### src/rtl/grf_wb_arbiter_pkg.sv
// grf_wb_defs: shared definitions for the GRF write-port arbiter.
//   AW_DEF / DW_DEF / DEPTH_DEF : default address width, data width, buffer depth
//   ZERO_REG                    : architectural $0, never written and never forwarded
//   grf_wb_entry_t              : buffered write record {live, a3, wd} at default widths;
//                                 parameterised modules re-declare the same layout
//                                 at their own widths.
package grf_wb_defs;

  localparam int AW_DEF    = 5;
  localparam int DW_DEF    = 32;
  localparam int DEPTH_DEF = 2;
  localparam int ZERO_REG  = 0;

  typedef struct packed {
    logic              live;
    logic [AW_DEF-1:0] a3;
    logic [DW_DEF-1:0] wd;
  } grf_wb_entry_t;

endpackage

### src/rtl/grf_wb_arbiter_fifo.sv
// grf_wb_fifo: ordered circular buffer of pending long-unit register writes.
//   clk, reset          : clock, asynchronous active-low reset
//   push/push_a3/push_wd: enqueue a live entry at the tail
//   pop                 : drop the head (caller guarantees non-empty)
//   cancel/cancel_a3    : clear live on every stored entry targeting cancel_a3
//   head_*              : current head entry
//   count               : number of occupied slots (0..DEPTH)
//   q_aN -> q_hitN/q_fwdN : youngest live match for each query address
module grf_wb_fifo
  import grf_wb_defs::*;
#(
  parameter  int DEPTH = DEPTH_DEF,
  parameter  int AW    = AW_DEF,
  parameter  int DW    = DW_DEF,
  localparam int PW    = (DEPTH > 1) ? $clog2(DEPTH) : 1
) (
  input  logic          clk,
  input  logic          reset,
  input  logic          push,
  input  logic [AW-1:0] push_a3,
  input  logic [DW-1:0] push_wd,
  input  logic          pop,
  input  logic          cancel,
  input  logic [AW-1:0] cancel_a3,
  input  logic [AW-1:0] q_a1,
  input  logic [AW-1:0] q_a2,
  output logic          head_live,
  output logic [AW-1:0] head_a3,
  output logic [DW-1:0] head_wd,
  output logic [PW:0]   count,
  output logic          q_hit1,
  output logic [DW-1:0] q_fwd1,
  output logic          q_hit2,
  output logic [DW-1:0] q_fwd2
);

  logic          live_q [DEPTH];
  logic [AW-1:0] a3_q   [DEPTH];
  logic [DW-1:0] wd_q   [DEPTH];
  logic [PW-1:0] rd_q, wr_q;
  logic [PW:0]   cnt_q;
  logic [PW-1:0] idx;

  // Slots outside the occupied range always have live = 0 (cleared on pop and
  // reset), so the query only needs to scan live bits, not the count.
  always_ff @(posedge clk or negedge reset) begin
    if (!reset) begin
      for (int i = 0; i < DEPTH; i++) begin
        live_q[i] <= 1'b0;
        a3_q[i]   <= '0;
        wd_q[i]   <= '0;
      end
      rd_q  <= '0;
      wr_q  <= '0;
      cnt_q <= '0;
    end else begin
      for (int i = 0; i < DEPTH; i++) begin
        if (cancel && live_q[i] && (a3_q[i] == cancel_a3)) live_q[i] <= 1'b0;
      end
      if (pop) begin
        live_q[rd_q] <= 1'b0;
        rd_q         <= rd_q + PW'(1);
      end
      // Push after cancel: a same-cycle entry is younger than the cancelling
      // write and must stay live.
      if (push) begin
        live_q[wr_q] <= 1'b1;
        a3_q[wr_q]   <= push_a3;
        wd_q[wr_q]   <= push_wd;
        wr_q         <= wr_q + PW'(1);
      end
      case ({push, pop})
        2'b10:   cnt_q <= cnt_q + (PW+1)'(1);
        2'b01:   cnt_q <= cnt_q - (PW+1)'(1);
        default: cnt_q <= cnt_q;
      endcase
    end
  end

  assign head_live = live_q[rd_q];
  assign head_a3   = a3_q[rd_q];
  assign head_wd   = wd_q[rd_q];
  assign count     = cnt_q;

  // Scan oldest to youngest; later matches overwrite earlier ones.
  always_comb begin
    q_hit1 = 1'b0;
    q_fwd1 = '0;
    q_hit2 = 1'b0;
    q_fwd2 = '0;
    idx    = '0;
    for (int i = 0; i < DEPTH; i++) begin
      idx = rd_q + PW'(i);
      if (live_q[idx] && (a3_q[idx] == q_a1) && (q_a1 != AW'(ZERO_REG))) begin
        q_hit1 = 1'b1;
        q_fwd1 = wd_q[idx];
      end
      if (live_q[idx] && (a3_q[idx] == q_a2) && (q_a2 != AW'(ZERO_REG))) begin
        q_hit2 = 1'b1;
        q_fwd2 = wd_q[idx];
      end
    end
  end

endmodule

### src/rtl/grf_wb_arbiter.sv
// grf_wb_arbiter: merges pipeline W-stage writeback and long-unit results onto
// the single GRF write port.
//   clk, reset              : clock, asynchronous active-low reset
//   P_we/P_a3/P_wd          : pipeline writeback (no backpressure, highest priority)
//   L_valid/L_ready/L_a3/L_wd : long-unit result handshake
//   G_we/G_a3/G_wd          : GRF write port
//   Q_a1/Q_a2 -> Q_hitN/Q_fwdN : forwarding query against pending buffered writes
//   busy                    : buffer non-empty
//
// Handshake: an L result transfers on a rising edge where L_valid && L_ready.
// L_ready depends only on buffer occupancy (never on a same-cycle pop); the
// producer holds L_valid and payload stable until the transfer. A transfer
// to $0 completes but stores nothing.
module grf_wb_arbiter
  import grf_wb_defs::*;
#(
  parameter  int DEPTH = DEPTH_DEF,
  parameter  int AW    = AW_DEF,
  parameter  int DW    = DW_DEF,
  localparam int PW    = (DEPTH > 1) ? $clog2(DEPTH) : 1
) (
  input  logic          clk,
  input  logic          reset,
  input  logic          P_we,
  input  logic [AW-1:0] P_a3,
  input  logic [DW-1:0] P_wd,
  input  logic          L_valid,
  output logic          L_ready,
  input  logic [AW-1:0] L_a3,
  input  logic [DW-1:0] L_wd,
  output logic          G_we,
  output logic [AW-1:0] G_a3,
  output logic [DW-1:0] G_wd,
  input  logic [AW-1:0] Q_a1,
  input  logic [AW-1:0] Q_a2,
  output logic          Q_hit1,
  output logic          Q_hit2,
  output logic [DW-1:0] Q_fwd1,
  output logic [DW-1:0] Q_fwd2,
  output logic          busy
);

  localparam logic [PW:0] DEPTH_CNT = (PW+1)'(DEPTH);

  logic          p_req;
  logic          non_empty;
  logic          push;
  logic          pop;
  logic          head_live;
  logic [AW-1:0] head_a3;
  logic [DW-1:0] head_wd;
  logic [PW:0]   count;

  assign p_req     = P_we && (P_a3 != AW'(ZERO_REG));
  assign non_empty = (count != '0);
  // Gated by reset so the port reads "not ready" while held in reset.
  assign L_ready   = reset && (count < DEPTH_CNT);
  assign push      = L_valid && L_ready && (L_a3 != AW'(ZERO_REG));
  assign pop       = reset && !p_req && non_empty;
  assign busy      = non_empty;

  always_comb begin
    G_we = 1'b0;
    G_a3 = '0;
    G_wd = '0;
    if (reset) begin
      if (p_req) begin
        G_we = 1'b1;
        G_a3 = P_a3;
        G_wd = P_wd;
      end else if (non_empty) begin
        // A cancelled head still drains, just without a write.
        G_we = head_live;
        G_a3 = head_a3;
        G_wd = head_wd;
      end
    end
  end

  grf_wb_fifo #(
    .DEPTH(DEPTH),
    .AW   (AW),
    .DW   (DW)
  ) u_fifo (
    .clk      (clk),
    .reset    (reset),
    .push     (push),
    .push_a3  (L_a3),
    .push_wd  (L_wd),
    .pop      (pop),
    .cancel   (p_req),
    .cancel_a3(P_a3),
    .q_a1     (Q_a1),
    .q_a2     (Q_a2),
    .head_live(head_live),
    .head_a3  (head_a3),
    .head_wd  (head_wd),
    .count    (count),
    .q_hit1   (Q_hit1),
    .q_fwd1   (Q_fwd1),
    .q_hit2   (Q_hit2),
    .q_fwd2   (Q_fwd2)
  );

endmodule

### config.mk
export PLATFORM = sky130hd
export DESIGN_NAME = grf_wb_arbiter
export DESIGN_NICKNAME = d
export VERILOG_FILES = /design/src/rtl/grf_wb_arbiter_pkg.sv /design/src/rtl/grf_wb_arbiter_fifo.sv /design/src/rtl/grf_wb_arbiter.sv
export SDC_FILE = /design/constraint.sdc
export NUM_CORES = 1
export LEC_CHECK = 0
export CAP_MARGIN = 20
export CORE_ASPECT_RATIO = 1.5
export CORE_MARGIN = 2
export CORE_UTILIZATION = 27
export DETAILED_ROUTE_END_ITERATION = 7
export GPL_TIMING_DRIVEN = 0
export SLEW_MARGIN = 5
export SYNTH_ARGS = -nofsm -noshare
export SYNTH_HDL_FRONTEND = slang
export SYNTH_SLANG_ARGS = --single-unit
### constraint.sdc
create_clock -name clk -period 2.6 [get_ports clk]
set_input_delay 0.52 -clock clk [delete_from_list [all_inputs] [get_ports clk]]
set_output_delay 0.52 -clock clk [all_outputs]
set_load 0.01 [all_outputs]
==> flow_summary_export.csv <==
group,metric,value,unit
outcome,failed_checks,"negative setup slack",
clock_network,cts_buffers,9,
layout,fin_nets,885,
logic_synthesis,synth_seq_cells,80,
floorplan,row_count,66,
place,placed_area,8180,um^2
global_route,grt_max_degree,32,
sta,timing.final.crit_share,1.16,
global_route,grt_pass1_vias,5634,
route,post-route-drc-count,0,
critical_path,cp.arrival,2.50,ns
power_and_ir_drop,seq_power_share,0.239,
power_and_ir_drop,ir_drop,0.423,mV
sta,timing.final.ws_setup,-0.422,ns
logic_synthesis,yosysWarnings,0,
sta,fin_crit,3.02,ns
critical_path,worstSetupEndpointType,"primary output",
route,antenna_left,0,
power_and_ir_drop,power_frac_comb,0.624,
logic_synthesis,synth_edf_count,0,
place,portBuffers,193,
power_and_ir_drop,leakagePower,4.53,nW
clock_network,cts_htree_levels,3,
power_and_ir_drop,power_frac_clock,0.137,
logic_synthesis,syn-num-nets,617,
global_route,antenna_found_initial,1,
floorplan,start_util,0.273,
critical_path,startpoint_type,"register",
worst_hold_path,min_path_type,"input port to asynchronous set/reset pin",
global_route,grt_pass1_wl,34.3,mm
logic_synthesis,synth.avg_cell_area,11.1,um^2
clock_network,worstSkewPairLatency,0.34,ns
flow_run,maxCapViolations,0,
logic_synthesis,yosys.area.top_type,"dfrtp_1",
sta,hold_ws,0.000991,ns
route,num_vias,5389,
sta,tightest_slew,0.819,ns
place,post-place-ws,-1.44,ns
sta,drv_slew,0,
critical_path,critical_path_class,"register to primary output",
floorplan,design.die.area,23000,um^2
route,drt_iter0_drc,192,
route,wl,23.3,mm
layout,area_growth,60.8,%
logic_synthesis,synth_area_leaders,"dfrtp_1 34%, mux2i_1 17%, mux2_1 13%",
layout,final_core_util,0.439,
clock_network,cts.clk_slew.worst_paths,0.06,ns
clock_network,cts_root_buf,"clkbuf_16",
power_and_ir_drop,finalPower,10.4,mW
logic_synthesis,synth_area,5890,um^2
power_and_ir_drop,p_sw_frac,0.425,
layout,drive_above_1_share,0.408,
clock_network,clock_path_buffers,2,
sta,clock.fmax,331,MHz
floorplan,die_h,185,um
logic_synthesis,synth_ff_type,"dfrtp_1",
sta,rsz0062_at_grt,"yes",
global_route,track_usage,0.194,
floorplan,ios,194,
logic_synthesis,synth-seq-area-share,0.340,
place,routabilityCongestion,0.816,
sta,hold_violations,0,
power_and_ir_drop,power.density,1100,nW/um^2
logic_synthesis,synth_top_area_share,0.340,
logic_synthesis,async_flop_share,1.00,
sta,setup-violations-final,99,
floorplan,die_w,125,um
sta,slew_headroom,0.454,
logic_synthesis,synthDistinctLibCells,36,
outcome,status,"finished, violations left",
route,wl_per_cell,21.7,um
critical_path,required,2.08,ns
global_route,gr-total-overflow,0,
layout,final_area,9470,um^2
route,viasPerCell,5.02,
floorplan,coreArea,21600,um^2
sta,skew,0.0102,ns
critical_path,cp_max_fo,10,
clock_network,cts_tree,"yes",
route,firstDrtPassIters,4,
power_and_ir_drop,p_sw,4.41,mW
clock_network,clock_sinks,80,
place,hpwlAfterDp,15.7,mm
logic_synthesis,synth_cells,528,
power_and_ir_drop,p_int,5.97,mW
-- sequential cells by signal, indices dropped and copies added, names as in the netlist --
signal / flops
u_fifo.count: 2
u_fifo.rd_q: 1
u_fifo.a3_q: 10
u_fifo.wr_q: 1
u_fifo.wd_q: 64
u_fifo.live_q: 2
-- synthesized netlist by cell type, types with 6 or more instances --
library cell	instances
dfrtp_1	80
clkbuf_1	16
nand3_1	36
buf_2	9
mux2i_1	102
xnor2_1	25
nand4_1	33
nor2_1	8
xor2_1	9
buf_4	6
buf_6	10
mux2_1	66
nand2_1	11
mux2_2	41
a22o_1	33
-- area by class of cell --
cell class	count	area, um^2
Fill cell	2029	12100
Multi-Input combinational cell	400	3960
Timing Repair Buffer	259	2310
Sequential cell	80	2000
Buffer	41	505
Tap cell	272	340
Clock buffer	10	229
Clock inverter	6	92.6
Inverter	5	26.3
Antenna cell	1	2.50
-- power groups by stage --
stage	combinational [mW]	sequential (mW)	clock, mW
3_3_place_gp	5.20	2.37	0
4_1_cts	6.23	2.46	1.44
5_1_grt	6.91	2.56	1.50
2_1_floorplan	3.48	2.26	0
3_5_place_dp	5.25	2.40	0
6_report	6.48	2.48	1.42
-- cells by family after synthesis --
logic type	count (synthesis)	share of synthesized area
buf+inv	48	0.0491
fa+ha+maj	1	0.00213
xor+xnor	34	0.0506
flops	80	0.340
simple gates	101	0.0989
compound gates	51	0.0716
mux	213	0.388
-- repair_timing --
| action | 4_1_cts | 5_1_grt |
|---|---|---|
| setup endpoints to repair | 146 | 104 |
| cloned | 8 | 5 |
| resized for setup | 601 | 57 |
| endpoints found under the hold margin | 0 | 1 |
| buffers inserted | 40 | 18 |
| hold buffers | 0 | 1 |
| pin swaps | 31 | 27 |
-- worst paths after layout --
check,end,startpoint,cells past startpoint,slack (ns)
max in group asynchronous,u_fifo.a3_q[5],reset,2,1.87
worst min-delay path,u_fifo.a3_q[8],reset,1,0.001
worst min register to register,u_fifo.wd_q[33],u_fifo.wd_q[33],1,0.51
min in group clk,u_fifo.wd_q[33],u_fifo.wd_q[33],1,0.51
worst max-delay path,Q_fwd1[29],u_fifo.rd_q,9,-0.42
worst max register to register,u_fifo.count[1],u_fifo.count[1],11,0.45
-- per-stage QoR --
stage	TNS, ns	instances
6_report	-24.56	1074
3_5_place_dp	-143.11	994
3_3_place_gp	-633.26	993
5_1_grt	-32.14	1074
4_1_cts	-27.86	1058
2_1_floorplan	0	528
-- cells in the final DEF (no fill, tap or decap), drive strengths merged, types with 25 or more instances in the layout --
| cell | Yosys | routed |
|---|---|---|
| a22o | 33 | 33 |
| buf | 27 | 198 |
| clkbuf | 16 | 27 |
| clkdlybuf4s50 | 0 | 72 |
| dfrtp | 80 | 80 |
| mux2 | 107 | 107 |
| mux2i | 106 | 106 |
| nand3 | 36 | 36 |
| nand4 | 33 | 33 |
| xnor2 | 25 | 25 |
-- per-layer routing --
layer | global-route usage | routed length (um) | up-vias
met3 | 0.0251 | 723 | 29
met4 | 0.0760 | 618 | 0
met1 | 0.226 | 9460 | 2685
met5 | 0 | 0 | -
met2 | 0.362 | 12500 | 140
li1 | - | - | 2535
-- worst max-delay path, stage by stage, from the launching register on --
cell       delay (ns)
dfrtp_2          0.44
buf_12           0.16
mux2i_4          0.20
xnor2_2          0.17
nor4_4           0.33
o2111ai_4        0.17
buf_12           0.18
buf_12           0.15
mux2i_2          0.18
buf_2            0.16
No activity file was read; power rests on OpenSTA's default activity.
